### src/rtl/bch_chien_correct.sv
// Serial Chien search and bit correction for the BCH(15,k) decoder over GF(16)
// with primitive polynomial x^4+x+1.
// Ports:
//   clk, rst_n          clock, asynchronous active-low reset
//   in_valid/in_ready   job handshake carrying l1, l2 and codeword
//   l1, l2              locator coefficients, sigma(x) = 1 + l1*x + l2*x^2
//   codeword            received word, bit k is the coefficient of x^k
//   out_valid/out_ready result handshake
//   corrected           codeword XOR err_mask
//   err_mask            located error positions
//   err_count           number of corrected bits (0..2)
//   fail                uncorrectable pattern detected
// Optional feature macro: BCH_CHIEN_EARLY_EXIT_EN (skip or cut the search once
// all expected roots are found).
module bch_chien_correct #(
  parameter int unsigned N = 15,
  parameter int unsigned M = 4
) (
  input  logic         clk,
  input  logic         rst_n,
  input  logic         in_valid,
  output logic         in_ready,
  input  logic [M-1:0] l1,
  input  logic [M-1:0] l2,
  input  logic [N-1:0] codeword,
  output logic         out_valid,
  input  logic         out_ready,
  output logic [N-1:0] corrected,
  output logic [N-1:0] err_mask,
  output logic [1:0]   err_count,
  output logic         fail
);

  localparam int unsigned KW = 4;

  if (N != 15 || M != 4) begin : g_param_check
    $error("bch_chien_correct supports only N=15 and M=4");
  end

  typedef enum logic [1:0] {IDLE, SEARCH, DONE} state_e;

  // Multiply by alpha^14 = alpha^-1 in GF(16), x^4+x+1.
  function automatic logic [M-1:0] mul_inv(input logic [M-1:0] v);
    return {v[0], v[3], v[2], v[1] ^ v[0]};
  endfunction

  function automatic logic [1:0] deg_of(input logic [M-1:0] a, input logic [M-1:0] b);
    if (b != '0)      return 2'd2;
    else if (a != '0) return 2'd1;
    else              return 2'd0;
  endfunction

  state_e         state_q, state_d;
  logic [M-1:0]   r1_q, r1_d, r2_q, r2_d;
  logic [KW-1:0]  k_q, k_d;
  logic [N-1:0]   mask_q, mask_d, cw_q, cw_d;
  logic [1:0]     roots_q, roots_d, deg_q, deg_d;
  logic           in_ready_q, in_ready_d, out_valid_q, out_valid_d, fail_q, fail_d;
  logic [N-1:0]   corrected_q, corrected_d, err_mask_q, err_mask_d;
  logic [1:0]     err_count_q, err_count_d;

  logic           root_c;
  logic           finish_c;
  logic [N-1:0]   mask_nx_c;
  logic [1:0]     roots_nx_c;

  // Next-state and registered-output logic.
  always_comb begin
    state_d     = state_q;
    r1_d        = r1_q;
    r2_d        = r2_q;
    k_d         = k_q;
    mask_d      = mask_q;
    cw_d        = cw_q;
    roots_d     = roots_q;
    deg_d       = deg_q;
    in_ready_d  = in_ready_q;
    out_valid_d = out_valid_q;
    fail_d      = fail_q;
    corrected_d = corrected_q;
    err_mask_d  = err_mask_q;
    err_count_d = err_count_q;

    // sigma(alpha^-k) = 1 ^ r1 ^ r2 at the current position.
    root_c     = ((r1_q ^ r2_q) == M'(1));
    mask_nx_c  = mask_q | (N'(root_c) << k_q);
    roots_nx_c = (root_c && roots_q != 2'd3) ? roots_q + 2'd1 : roots_q;
    finish_c   = (k_q == KW'(N - 1));
`ifdef BCH_CHIEN_EARLY_EXIT_EN
    finish_c   = finish_c || (roots_nx_c == deg_q);
`endif

    unique case (state_q)
      IDLE: begin
        if (in_valid) begin
          r1_d       = l1;
          r2_d       = l2;
          k_d        = '0;
          mask_d     = '0;
          roots_d    = '0;
          cw_d       = codeword;
          deg_d      = deg_of(l1, l2);
          in_ready_d = 1'b0;
          state_d    = SEARCH;
`ifdef BCH_CHIEN_EARLY_EXIT_EN
          if (deg_of(l1, l2) == 2'd0) begin
            state_d     = DONE;
            out_valid_d = 1'b1;
            fail_d      = 1'b0;
            err_mask_d  = '0;
            err_count_d = 2'd0;
            corrected_d = codeword;
          end
`endif
        end
      end
      SEARCH: begin
        r1_d    = mul_inv(r1_q);
        r2_d    = mul_inv(mul_inv(r2_q));
        k_d     = k_q + KW'(1);
        mask_d  = mask_nx_c;
        roots_d = roots_nx_c;
        if (finish_c) begin
          state_d     = DONE;
          out_valid_d = 1'b1;
          if (roots_nx_c == deg_q) begin
            fail_d      = 1'b0;
            err_mask_d  = mask_nx_c;
            err_count_d = roots_nx_c;
            corrected_d = cw_q ^ mask_nx_c;
          end else begin
            fail_d      = 1'b1;
            err_mask_d  = '0;
            err_count_d = 2'd0;
            corrected_d = cw_q;
          end
        end
      end
      DONE: begin
        if (out_ready) begin
          state_d     = IDLE;
          out_valid_d = 1'b0;
          in_ready_d  = 1'b1;
        end
      end
      default: state_d = IDLE;
    endcase
  end

  // State and output registers.
  always_ff @(posedge clk or negedge rst_n) begin
    if (!rst_n) begin
      state_q     <= IDLE;
      r1_q        <= '0;
      r2_q        <= '0;
      k_q         <= '0;
      mask_q      <= '0;
      cw_q        <= '0;
      roots_q     <= '0;
      deg_q       <= '0;
      in_ready_q  <= 1'b1;
      out_valid_q <= 1'b0;
      fail_q      <= 1'b0;
      corrected_q <= '0;
      err_mask_q  <= '0;
      err_count_q <= '0;
    end else begin
      state_q     <= state_d;
      r1_q        <= r1_d;
      r2_q        <= r2_d;
      k_q         <= k_d;
      mask_q      <= mask_d;
      cw_q        <= cw_d;
      roots_q     <= roots_d;
      deg_q       <= deg_d;
      in_ready_q  <= in_ready_d;
      out_valid_q <= out_valid_d;
      fail_q      <= fail_d;
      corrected_q <= corrected_d;
      err_mask_q  <= err_mask_d;
      err_count_q <= err_count_d;
    end
  end

  assign in_ready  = in_ready_q;
  assign out_valid = out_valid_q;
  assign corrected = corrected_q;
  assign err_mask  = err_mask_q;
  assign err_count = err_count_q;
  assign fail      = fail_q;

endmodule
### config.mk
export PLATFORM = sky130hd
export DESIGN_NAME = bch_chien_correct
export DESIGN_NICKNAME = d
export VERILOG_FILES = /design/src/rtl/bch_chien_correct.sv
export SDC_FILE = /design/constraint.sdc
export NUM_CORES = 1
export LEC_CHECK = 0
export CORE_MARGIN = 1
export CORE_UTILIZATION = 30
export DETAILED_ROUTE_END_ITERATION = 16
export SYNTH_ARGS = -nofsm -noshare
export SYNTH_HDL_FRONTEND = slang
export SYNTH_SLANG_ARGS = --single-unit
export TNS_END_PERCENT = 10
### constraint.sdc
create_clock -name clk -period 2.3 [get_ports clk]
set_clock_uncertainty 0.05 [all_clocks]
set_input_delay 0.575 -clock clk [delete_from_list [all_inputs] [get_ports clk]]
set_output_delay 0.575 -clock clk [all_outputs]
set_load 0.02 [all_outputs]
======== Word-level counts from Yosys, hierarchy flattened ========
Index checks and enable logic that the tools add are counted.
storage, ports and cells
  register bits ........................... 83
  input port bits ......................... 27
  output and inout bits ................... 35
  logic and storage cells ................. 72
operators by class
  add/subtract/negate cells ............... 2
  eq/ne operators ......................... 9
  shift-type cells ........................ 1
  mux-type cells .......................... 27
  bitwise gates (word level) .............. 6
  reductions and logical operators ........ 13
operators with widths
  cell                 number
  $mux 15              3
  $pmux 15 s2          1
  $pmux 4 s2           3
  $or 15x15->15        1
  $shl 1x4->15         1
  $xor 15x15->15       1
  $mux 2               7
  $mux 4               3
  $reduce_and 3->1     3
  $ne 2x2->1 const B   4
  $reduce_bool 4->1    2
  $mux 1               6
  $pmux 2 s3           1
  $reduce_and 2->1     3
  $reduce_bool 2->1    3
  $add 4x1->4 const B  1
  $eq 4x1->1 const B   1
  $eq 4x4->1 const B   1
  $pmux 1 s2           2
  $pmux 2 s2           1
  $xor 4x4->4          1
  $xor 1x1->1          3
  $add 2x1->2 const B  1
  $eq 2x1->1 const B   1
  other kinds (4)      4

======== Logic depth before layout (Yosys ltp) ========
  depth in word-level cells ............... 6
  mapped depth ............................ 8
  gate-level depth less buffers ........... 6

======== Worst setup path before layout ========
Ideal clock, no wire load.
  kind .................................... flip-flop to flip-flop
  from .................................... register roots_q[0]
  to ...................................... register fail_q, in the netlist fail
  setup time .............................. 0.125 ns
  data arrival time ....................... 1.743 ns
  slack ................................... 0.382 ns
  stages on the path, launching flop included .. 7
  buffers on the path ..................... 1
  period minus slack after synthesis ...... 1.918 ns
  cells stage by stage .................... dfrtp_1 -> ha_1 -> xnor2_1 -> nand4b_4 -> buf_6 -> and2_4 -> mux2_2
on the way
  longest elaborated chain between the ends .. 5
  elaborated cells on any way between the ends .. 6
RTL lines
  what                                                 RTL line  source
  start, declared                                      57        logic [1:0] roots_q, roots_d, deg_q, deg_d;
  start signal, assigned                               174       roots_q <= roots_d;
  branches (longest 2 deep; another with $add 2x1->2)  n/a
  $mux 2 *                                             87        roots_nx_c = (root_c && roots_q != 2'd3) ? roots_q + 2'd1 : roots_q;
  $eq 2x2->1 *                                         126       if (roots_nx_c == deg_q) begin
  $mux 1 *                                             126
  end signal, assigned                                 178       fail_q <= fail_d;
  end, declared                                        58        logic in_ready_q, in_ready_d, out_valid_q, out_valid_d, fail_q, fail_d;
Mark *: on every way between the ends.
A chain may end at the register's enable or synchronous reset.

======== Worst setup path in the final report ========
  from .................................... register in_ready_q, in the netlist in_ready
  to ...................................... output in_ready
RTL lines
  what                    RTL line  source
  start, declared         58
  start signal, assigned  176       in_ready_q <= in_ready_d;
  end, declared           22        output logic in_ready,
No word-level cell between the ends.

==> metrics.yaml <==
cells_and_area:
  final_cells: 617
  drive_above_1_share_pct: 13.6
  regArea_um2: 2080
  fin_nets: 475
  layout_commonest_cell: "dfrtp_1"
  post-route-util_pct: 41.0
  final_cell_mix: "82 x dfrtp_1, 78 x nand2_1, 60 x clkdlybuf4s50_1"
  synthToLayoutAreaGrowth_pct: 30.5
  fin_area_um2: 5000
  nFillCells: 1226
  multiInputGateArea_um2: 1630
  n_antenna_cell: 0
placement:
  port-buffer-count: 61
  hpwl_um: 6080
  gp_congestion: 0.810
  dpl_cell_area_um2: 4680
  dp_cells: 601
setup_path:
  critPathCaptureType: "output port"
  critical_path_arrival_ns: 1.47
  required_ns: 1.67
  cpMaxStageDelayCell: "clkdlybuf4s50_1"
  crit_chain: "clkdlybuf4s50_1"
  crit_path_start_kind: "flip-flop"
  path_class: "flip-flop to output port"
  crit_family: "buffers and inverters"
  crit_path_max_incr_delay_ns: 0.60
  crit_fanout: 3
  critPathBufInv: 1
global_routing:
  grt_use_met3_pct: 3.16
  met1_usage_pct: 17.9
  grt-busiest-layer: "met2"
  use_met2_pct: 25.0
  overflow: 0
  grt_use_total_pct: 14.7
  grt_pass1_wl_um: 15000
  antenna_found_initial: 0
  grt_max_degree: 53
  first_global_vias: 3079
yosys:
  synth.ff_latch_count: 83
  synth_cell_type_count: 41
  syn_area_per_cell_um2: 10.1
  synth-simple-area-share_pct: 13.9
  synth_edf_count: 0
  synthCells: 381
  synthXorXnorAreaFrac_pct: 5.94
  syn_area_um2: 3830
  ys.warnings.count: 0
  synth_nets: 411
  synth_compound_area_share_pct: 16.2
  synthMuxAreaShare_pct: 5.22
  synth-adder-area-share_pct: 0.979
  synth_top_family_by_area: "compound AO/OA/AOI/OAI gates"
  yosysSeqAreaShare_pct: 54.2
  synth_top_flop_cell: "dfrtp_1"
  async_reset_ff_share_pct: 100
clock_tree:
  clock-sinks: 83
  clock_latency_ns: 0.34
  htreeDepth: 3
  clockBufferDepth: 2
  path_clk_slew_ns: 0.06
  cts_tree: "done"
  clk_root_buffer_cell: "clkbuf_16"
  numCtsBuffers: 9
min_path:
  hold_path_class: "input pin to asynchronous set/reset pin"
drt:
  wire_per_inst_um: 14.5
  routed_wl_um: 8930
  first_iter_violations: 197
  antenna_left: 0
  dr.pass1.iters: 4
  num_vias: 2967
  drt_drc_violations_left: 0
  vias_per_cell: 4.81
sta:
  fmax_ghz: 0.477
  hold_viol: 0
  finalSetupTns_ns: 0
  slew_headroom_pct: 60.5
  fin_crit_sh_pct: 91.1
  worst_slew_pin_slew_ns: 0.588
  rsz0062_at_grt: "false"
  setup_violations: 0
  maxSlewViolCount: 0
  period_minus_slack_ns: 2.10
floorplanning:
  start_util_pct: 31.4
  io_pins: 62
  die_area_um2: 13200
  die_x_um: 115
  die_y_um: 115
  core_um2: 12200
  rows: 40
pwr:
  powerDensity_nw_per_um2: 1340
  p_leak_nw: 2.20
  ir_drop_mv: 0.530
flow_run:
  maxCapViolations: 0
outcome:
  outcome: "complete, no violations"
## metrics by stage
step / hold WS, ns / power [W] / setup slack, ns
after global routing: 0.186 / 0.00718 / 0.128
after global placement: 0.417 / 0.00520 / 0.175
after floorplan: 0.229 / 0.00427 / 0.382
after CTS: 0.166 / 0.00677 / 0.0157
final: 0.145 / 0.00672 / 0.205
after detailed placement: 0.426 / 0.00528 / 0.0313
## worst paths after layout
check | startpoint | end | slack, ns | cells after the start
max | in_ready | in_ready | 0.20 | 1
min reg2reg | corrected[14] | corrected[14] | 0.43 | 2
max reg2reg | roots_q[0] | corrected[1] | 0.26 | 7
min in group clk | corrected[14] | corrected[14] | 0.43 | 2
min | rst_n | state_q[1] | 0.14 | 1
max in group asynchronous | rst_n | err_mask[9] | 1.45 | 2
## power breakdown
group	switching, W	leakage, nW	internal, W	total [W]
clock	0.000576	0.144	0.000892	0.00147
sequential	0.000472	1.08	0.00203	0.00250
combinational	0.00153	0.977	0.00122	0.00275
total	0.00257	2.20	0.00414	0.00672
## what timing repair did
item,4_1_cts,5_1_grt
resized for setup,0,1
buffers inserted,0,1
hold buffers,0,0
setup endpoints to repair,0,9
hold endpoints to repair,0,0
## layout make-up
type,count,area share [%]
inverters,6,0.450
well taps,168,4.20
flip-flops and latches,83,41.5
clock buffers,11,5.05
repair buffers,75,15.3
multi-input cells,270,32.5
clock inverters,4,1.00
## routing by layer
metal / routed length, µm / vias to the layer above
li1: - / 1441
met1: 4110 / 1451
met2: 4310 / 63
met3: 335 / 12
met4: 180 / 0
met5: 0 / -
## sequential cells by signal (all words and copies together) (netlist names)
signal and cells:
err_mask 15, deg_q 2, r2_q 4, r1_q 4, in_ready 1, fail 1
corrected 15, out_valid 1, k_q 4, mask_q 15, err_count 2, cw_q 15
roots_q 2, state_q 2
## logic make-up (layout without fill, tap and decap cells)
| kind of cell | after synthesis | count (layout) |
|---|---|---|
| AOI/OAI and AO/OA | 100 | 100 |
| xor gates and xnor gates | 26 | 26 |
| adders and majority gates | 3 | 3 |
| buffers and inverters | 28 | 96 |
| DFF | 83 | 83 |
| muxes | 18 | 18 |
| and+or+nand+nor | 123 | 123 |
## synthesized netlist by cell type (6+ instances only)
cell type	number	share of area, %
mux2_2	16	4.7
o22ai_1	9	1.5
a31oi_1	18	2.9
a21oi_1	23	3.0
clkbuf_1	16	1.6
o21ai_0	20	2.6
a21oi_2	7	1.6
inv_1	6	0.59
nand2_1	78	7.6
dfrtp_1	82	54
nor2_1	23	2.3
xnor2_1	21	4.8
o21ai_1	10	1.3
No activity file was read; power rests on OpenSTA's default activity.
